$ cat src/rtl/sens_avg_filter.sv
// sens_avg_filter: per-channel block averager with frame-aligned snapshot and staleness flags.
//  Channels: 0 = temperature, 1 = humidity, 2 = supply voltage.
//  clk, startn          : clock, async active-low reset
//  frame_alt            : frame strobe level; rising edge takes a snapshot of the averages
//  *_din, *_ok_p        : raw sample word and its 1-cycle valid pulse, per channel
//  temp/humid/power_out : snapshot averages, constant between frame edges
//  stale                : {volt,rh,tmp} no-new-average flags, aligned with the snapshot
//  avg_upd_p            : {volt,rh,tmp} 1-cycle pulse when a new average is registered
module sens_avg_filter #(
    parameter int unsigned AVG_LOG2     = 3,
    parameter int unsigned DW           = 16,
    parameter int unsigned STALE_FRAMES = 4
) (
    input  logic          clk,
    input  logic          startn,
    input  logic          frame_alt,
    input  logic [DW-1:0] tmp_din,
    input  logic          tmp_csum_ok_p,
    input  logic [DW-1:0] rh_din,
    input  logic          rh_csum_ok_p,
    input  logic [DW-1:0] volt_din,
    input  logic          volt_ok_p,
    output logic [DW-1:0] temp_out,
    output logic [DW-1:0] humid_out,
    output logic [DW-1:0] power_out,
    output logic [2:0]    stale,
    output logic [2:0]    avg_upd_p
);

    localparam int unsigned AW = DW + AVG_LOG2;
    localparam int unsigned SW = 4;
    localparam logic [AVG_LOG2-1:0] CNT_LAST  = '1;
    localparam logic [SW-1:0]       STALE_MAX = SW'(STALE_FRAMES);

    logic [DW-1:0] din [3];
    logic [DW-1:0] avg [3];
    logic [2:0]    vld;
    logic          frame_alt_d;
    logic          rise_c;

    assign din[0] = tmp_din;
    assign din[1] = rh_din;
    assign din[2] = volt_din;
    assign vld    = {volt_ok_p, rh_csum_ok_p, tmp_csum_ok_p};
    assign rise_c = frame_alt & ~frame_alt_d;

    // Independent accumulate / average / staleness datapath per channel
    for (genvar ch = 0; ch < 3; ch++) begin : g_ch
        logic [AW-1:0]       acc;
        logic [AVG_LOG2-1:0] cnt;
        logic [DW-1:0]       avg_q;
        logic [SW-1:0]       scnt;
        logic                stale_q;
        logic                upd_q;
        logic [AW-1:0]       sum_c;
        logic                done_c;
        logic [SW-1:0]       scnt_inc_c;

        assign sum_c      = acc + AW'(din[ch]);
        assign done_c     = vld[ch] && (cnt == CNT_LAST);
        assign scnt_inc_c = (scnt == STALE_MAX) ? scnt : scnt + 1'b1;

        always_ff @(posedge clk or negedge startn) begin
            if (!startn) begin
                acc     <= '0;
                cnt     <= '0;
                avg_q   <= '0;
                scnt    <= STALE_MAX;
                stale_q <= 1'b1;
                upd_q   <= 1'b0;
            end else begin
                upd_q <= done_c;
                if (vld[ch]) begin
                    if (done_c) begin
                        avg_q <= DW'(sum_c >> AVG_LOG2);
                        acc   <= '0;
                        cnt   <= '0;
                    end else begin
                        acc <= sum_c;
                        cnt <= cnt + 1'b1;
                    end
                end
                // Completion beats a coincident frame edge; the flag still uses the old count
                if (done_c) begin
                    scnt <= '0;
                end else if (rise_c) begin
                    scnt <= scnt_inc_c;
                end
                if (rise_c) begin
                    stale_q <= (scnt_inc_c == STALE_MAX);
                end
            end
        end

        assign avg[ch]       = avg_q;
        assign stale[ch]     = stale_q;
        assign avg_upd_p[ch] = upd_q;
    end

    // Frame edge detect and snapshot of the current (pre-update) averages
    always_ff @(posedge clk or negedge startn) begin
        if (!startn) begin
            frame_alt_d <= 1'b0;
            temp_out    <= '0;
            humid_out   <= '0;
            power_out   <= '0;
        end else begin
            frame_alt_d <= frame_alt;
            if (rise_c) begin
                temp_out  <= avg[0];
                humid_out <= avg[1];
                power_out <= avg[2];
            end
        end
    end

endmodule

$ cat config.mk
export PLATFORM = sky130hd
export DESIGN_NAME = sens_avg_filter
export DESIGN_NICKNAME = d
export VERILOG_FILES = /design/src/rtl/sens_avg_filter.sv
export SDC_FILE = /design/constraint.sdc
export NUM_CORES = 1
export LEC_CHECK = 0
export ABC_CLOCK_PERIOD_IN_PS = 2250
export CORE_UTILIZATION = 51
export CTS_CLUSTER_DIAMETER = 200
export DETAILED_ROUTE_END_ITERATION = 8
export PLACE_DENSITY = 0.84
export SYNTH_ARGS = -nofsm -noshare
export SYNTH_HDL_FRONTEND = slang
export SYNTH_SLANG_ARGS = --single-unit
$ cat constraint.sdc
create_clock -name clk -period 2.25 [get_ports clk]
set_input_delay 0.3375 -clock clk [delete_from_list [all_inputs] [get_ports clk]]
set_output_delay 0.3375 -clock clk [all_outputs]
set_load 0.02 [all_outputs]
==> key figures <==
CTS
  • CTS tree: done
  • Latest clock arrival within the worst-skew pair: 0.43 ns
  • CTS root buffer: clkbuf_16
  • Bufs on Longest Clock Path: 2
  • H-tree levels: 4
  • CTS sink count: 181
  • Total CTS buffers: 17
  • Clk slew on worst S/H paths: 0.07 ns

Routing
  • Post-route DRC: 3
  • Detailed Route WL: 24.7 mm
  • DR WL/cell: 16.7 um
  • Total number of vias: 8395
  • Pre-Repair DR Iteration Count: 9
  • DR vias/cell: 5.67
  • Iter 0 DRT Violations: 612
  • Final ANT Viol Nets: 0

Pwr
  • Total power: 19200 uW
  • Worst IR Drop VDD: 0.000720 V
  • Pleak: 0.00614 uW
  • P per Cell Area: 1490 nW/um2

Global route
  • Tot GR Track Use: 0.247
  • Largest net degree at the start of global routing: 54
  • First-pass GRT wire length: 38.4 mm
  • Vias in the first global route: 8148
  • Initial antenna violation count: 0
  • Overflow after GRT: 0

Worst setup path
  • Worst r2r src: g_ch[1].acc[0]
  • Worst r2r dst: g_ch[1].acc[14]
  • CP Data Arrival Time: 2.81 ns
  • Worst-path fanout max: 5
  • Reg2reg path depth: 10
  • Critical Path RT: 2.56 ns
  • Crit path to: g_ch[1].acc[14]
  • Setup crit start: g_ch[1].acc[0]
  • Reg2reg setup slack: -0.25 ns
  • Critical Path Start Type: flop
  • Worst Setup End Kind: flop
  • Critical path class: flop to flop

Timing
  • Clk_skew: 0.00843 ns
  • RSZ-0062 raised after global routing: true
  • Hold Vio Cnt, Final: 0
  • Relative slew slack: 0.545
  • Final period util: 1.11
  • Actual slew at the worst max-slew pin: 0.675 ns
  • Period minus WS final: 2.50 ns
  • Finish-stage setup viols: 37
  • Post-route setup slack: -0.249 ns
  • Max-slew violation count: 0
  • Max Freq: 400 MHz

Floorplan
  • Initial Util: 0.525
  • Rows: 49
  • Die height: 139 um
  • Die area: 19200 um2
  • I/O pins: 108
  • DIE WIDTH: 139 um
  • CORE AREA: 18100 um2

Placement
  • Port Buf Inserts: 107
  • Placed insts: 1426
  • Placed instance area: 11600 um2
  • Routability cong.: 0.892
  • HPWL after DPL: 16.0 mm
  • Setup WS pre-CTS: -0.646 ns

Min path
  • Worst Hold Class: input port to async pin

Cells and area
  • Diodes inserted: 0
  • Most frequent cells in the layout: nand2_1 (240), dfrtp_1 (175), buf_4 (118)
  • Final Cell Area: 12900 um2
  • Fin util: 0.710
  • Fin cells: 1481
  • Layout cells sized above 1: 0.208
  • Commonest non-fill, non-tap cell in the layout: nand2_1
  • Fill count: 1235
  • Net count, final: 1356
  • Area growth from synthesis to layout: 35.2%

Logic synthesis
  • Compound-Gate Fraction of Synth Area: 0.194
  • Synth cell types: 65
  • Yosys warning count: 0
  • Mux contribution to synthesized area: 0.00695
  • Largest family of logic cells by synthesized area: compound AO/OA/AOI/OAI gates
  • Post-Synth Simple-Gate Area: 0.150
  • Adder-cell share of the synthesized area: 0.0850
  • Most common flop cell mapped by yosys: dfrtp_1
  • Syn Area/Cell: 9.31 um2
  • Synth Area in XOR/XNOR: 0.0423
  • Mapped Nets: 1141
  • Post-synth EDFFs: 0
  • Post-Synthesis Cells: 1024
  • Post-Synthesis Cell Area: 9540 um2
  • Synth Register Bits: 181
  • Post-synth ARST share: 1.00
  • Sequential share of the synthesized area: 0.476

Run
  • Max cap viols: 0

Outcome
  • Status: finished, violations left
  • Violated checks: DRC, setup timing
cell type report:
class / instances / area [um2] / share of cell area
well taps: 229 / 287 / 0.0222
clock buffers: 19 / 443 / 0.0344
repair buffers: 242 / 2170 / 0.168
clock inverters: 13 / 173 / 0.0134
multi-input cells: 731 / 5040 / 0.391
inverters: 66 / 248 / 0.0192
flip-flops and latches: 181 / 4540 / 0.352
synth_stat cells, types with 11 or more instances:
cell type / count / share of area
xnor2_1: 27 / 0.025
inv_1: 66 / 0.026
dfrtp_1: 175 / 0.46
clkbuf_1: 34 / 0.013
nor2_1: 36 / 0.014
a21o_1: 19 / 0.015
o2bb2ai_1: 18 / 0.017
nor3_1: 11 / 0.0058
nand2_1: 240 / 0.094
xor2_1: 19 / 0.017
o22ai_1: 28 / 0.018
ha_1: 60 / 0.079
o21ai_0: 72 / 0.038
nand3_1: 13 / 0.0068
a21oi_1: 39 / 0.020
cell families (layout without fill, tap and decap cells):
kind of cell               count (synthesis)  count (layout)
adders and majority gates                 63              63
AOI/OAI and AO/OA                        274             274
buffers and inverters                    112             340
muxes                                      6               6
xor gates and xnor gates                  46              46
DFF                                      181             181
and+or+nand+nor                          342             342
layer usage:
metal,up-vias,track usage,routed length [um]
met4,0,0.102,745
met2,283,0.434,12500
li1,3985,-,-
met1,4061,0.305,10300
met5,-,0,0
met3,66,0.0369,1140
report_power, final:
part / switching (uW) / internal [uW]
clock: 1330 / 1800
combinational: 5330 / 4970
sequential: 1020 / 4710
total: 7690 / 11500
worst min-delay path by stage:
stage	startpoint	endpoint	slack [ns]	depth (start not counted)
after global placement	startn	temp_out[12]	0.33	1
after global routing	frame_alt	frame_alt_d	0.44	1
after detailed placement	startn	g_ch[0].acc[14]	0.33	1
final	startn	g_ch[0].acc[14]	0.43	2
after floorplan	startn	frame_alt_d	0.04	0
after CTS	frame_alt	frame_alt_d	0.43	1
worst max-delay path: stages (launching register included):
cell and delay (ns):
dfrtp_1 0.40, ha_2 0.20, fa_2 0.34, a21o_1 0.17
a21oi_2 0.16, o21ai_2 0.08, a311o_1 0.41, buf_4 0.18
a21bo_4 0.21, xnor2_2 0.15, o2bb2ai_1 0.08
repair_timing:
| item | in CTS | in global routing |
|---|---|---|
| endpoints found under the setup margin | 46 | 57 |
| hold buffers | 1 | 0 |
| endpoints found under the hold margin | 43 | 0 |
| pin swaps | 29 | 59 |
| cloned | 0 | 0 |
| buffers inserted | 12 | 13 |
| resized for setup | 33 | 80 |
metrics by stage:
stage | TNS (ns) | hold WS [ns]
floorplan | -0.697 | 0.0419
global placement | -26.62 | 0.333
detailed placement | -31.89 | 0.328
CTS | -3.52 | 0.427
global route | -9.39 | 0.442
finish | -5.16 | 0.426
state kept, by name, indices dropped and copies added, names as in the netlist:
register and count:
g_ch.avg_q 48, frame_alt_d 1, power_out 16, humid_out 16, g_ch.upd_q 3, g_ch.cnt 9
g_ch.scnt 12, g_ch.acc 57, g_ch.stale_q 3, temp_out 16
No activity file was read; power rests on OpenSTA's default activity.
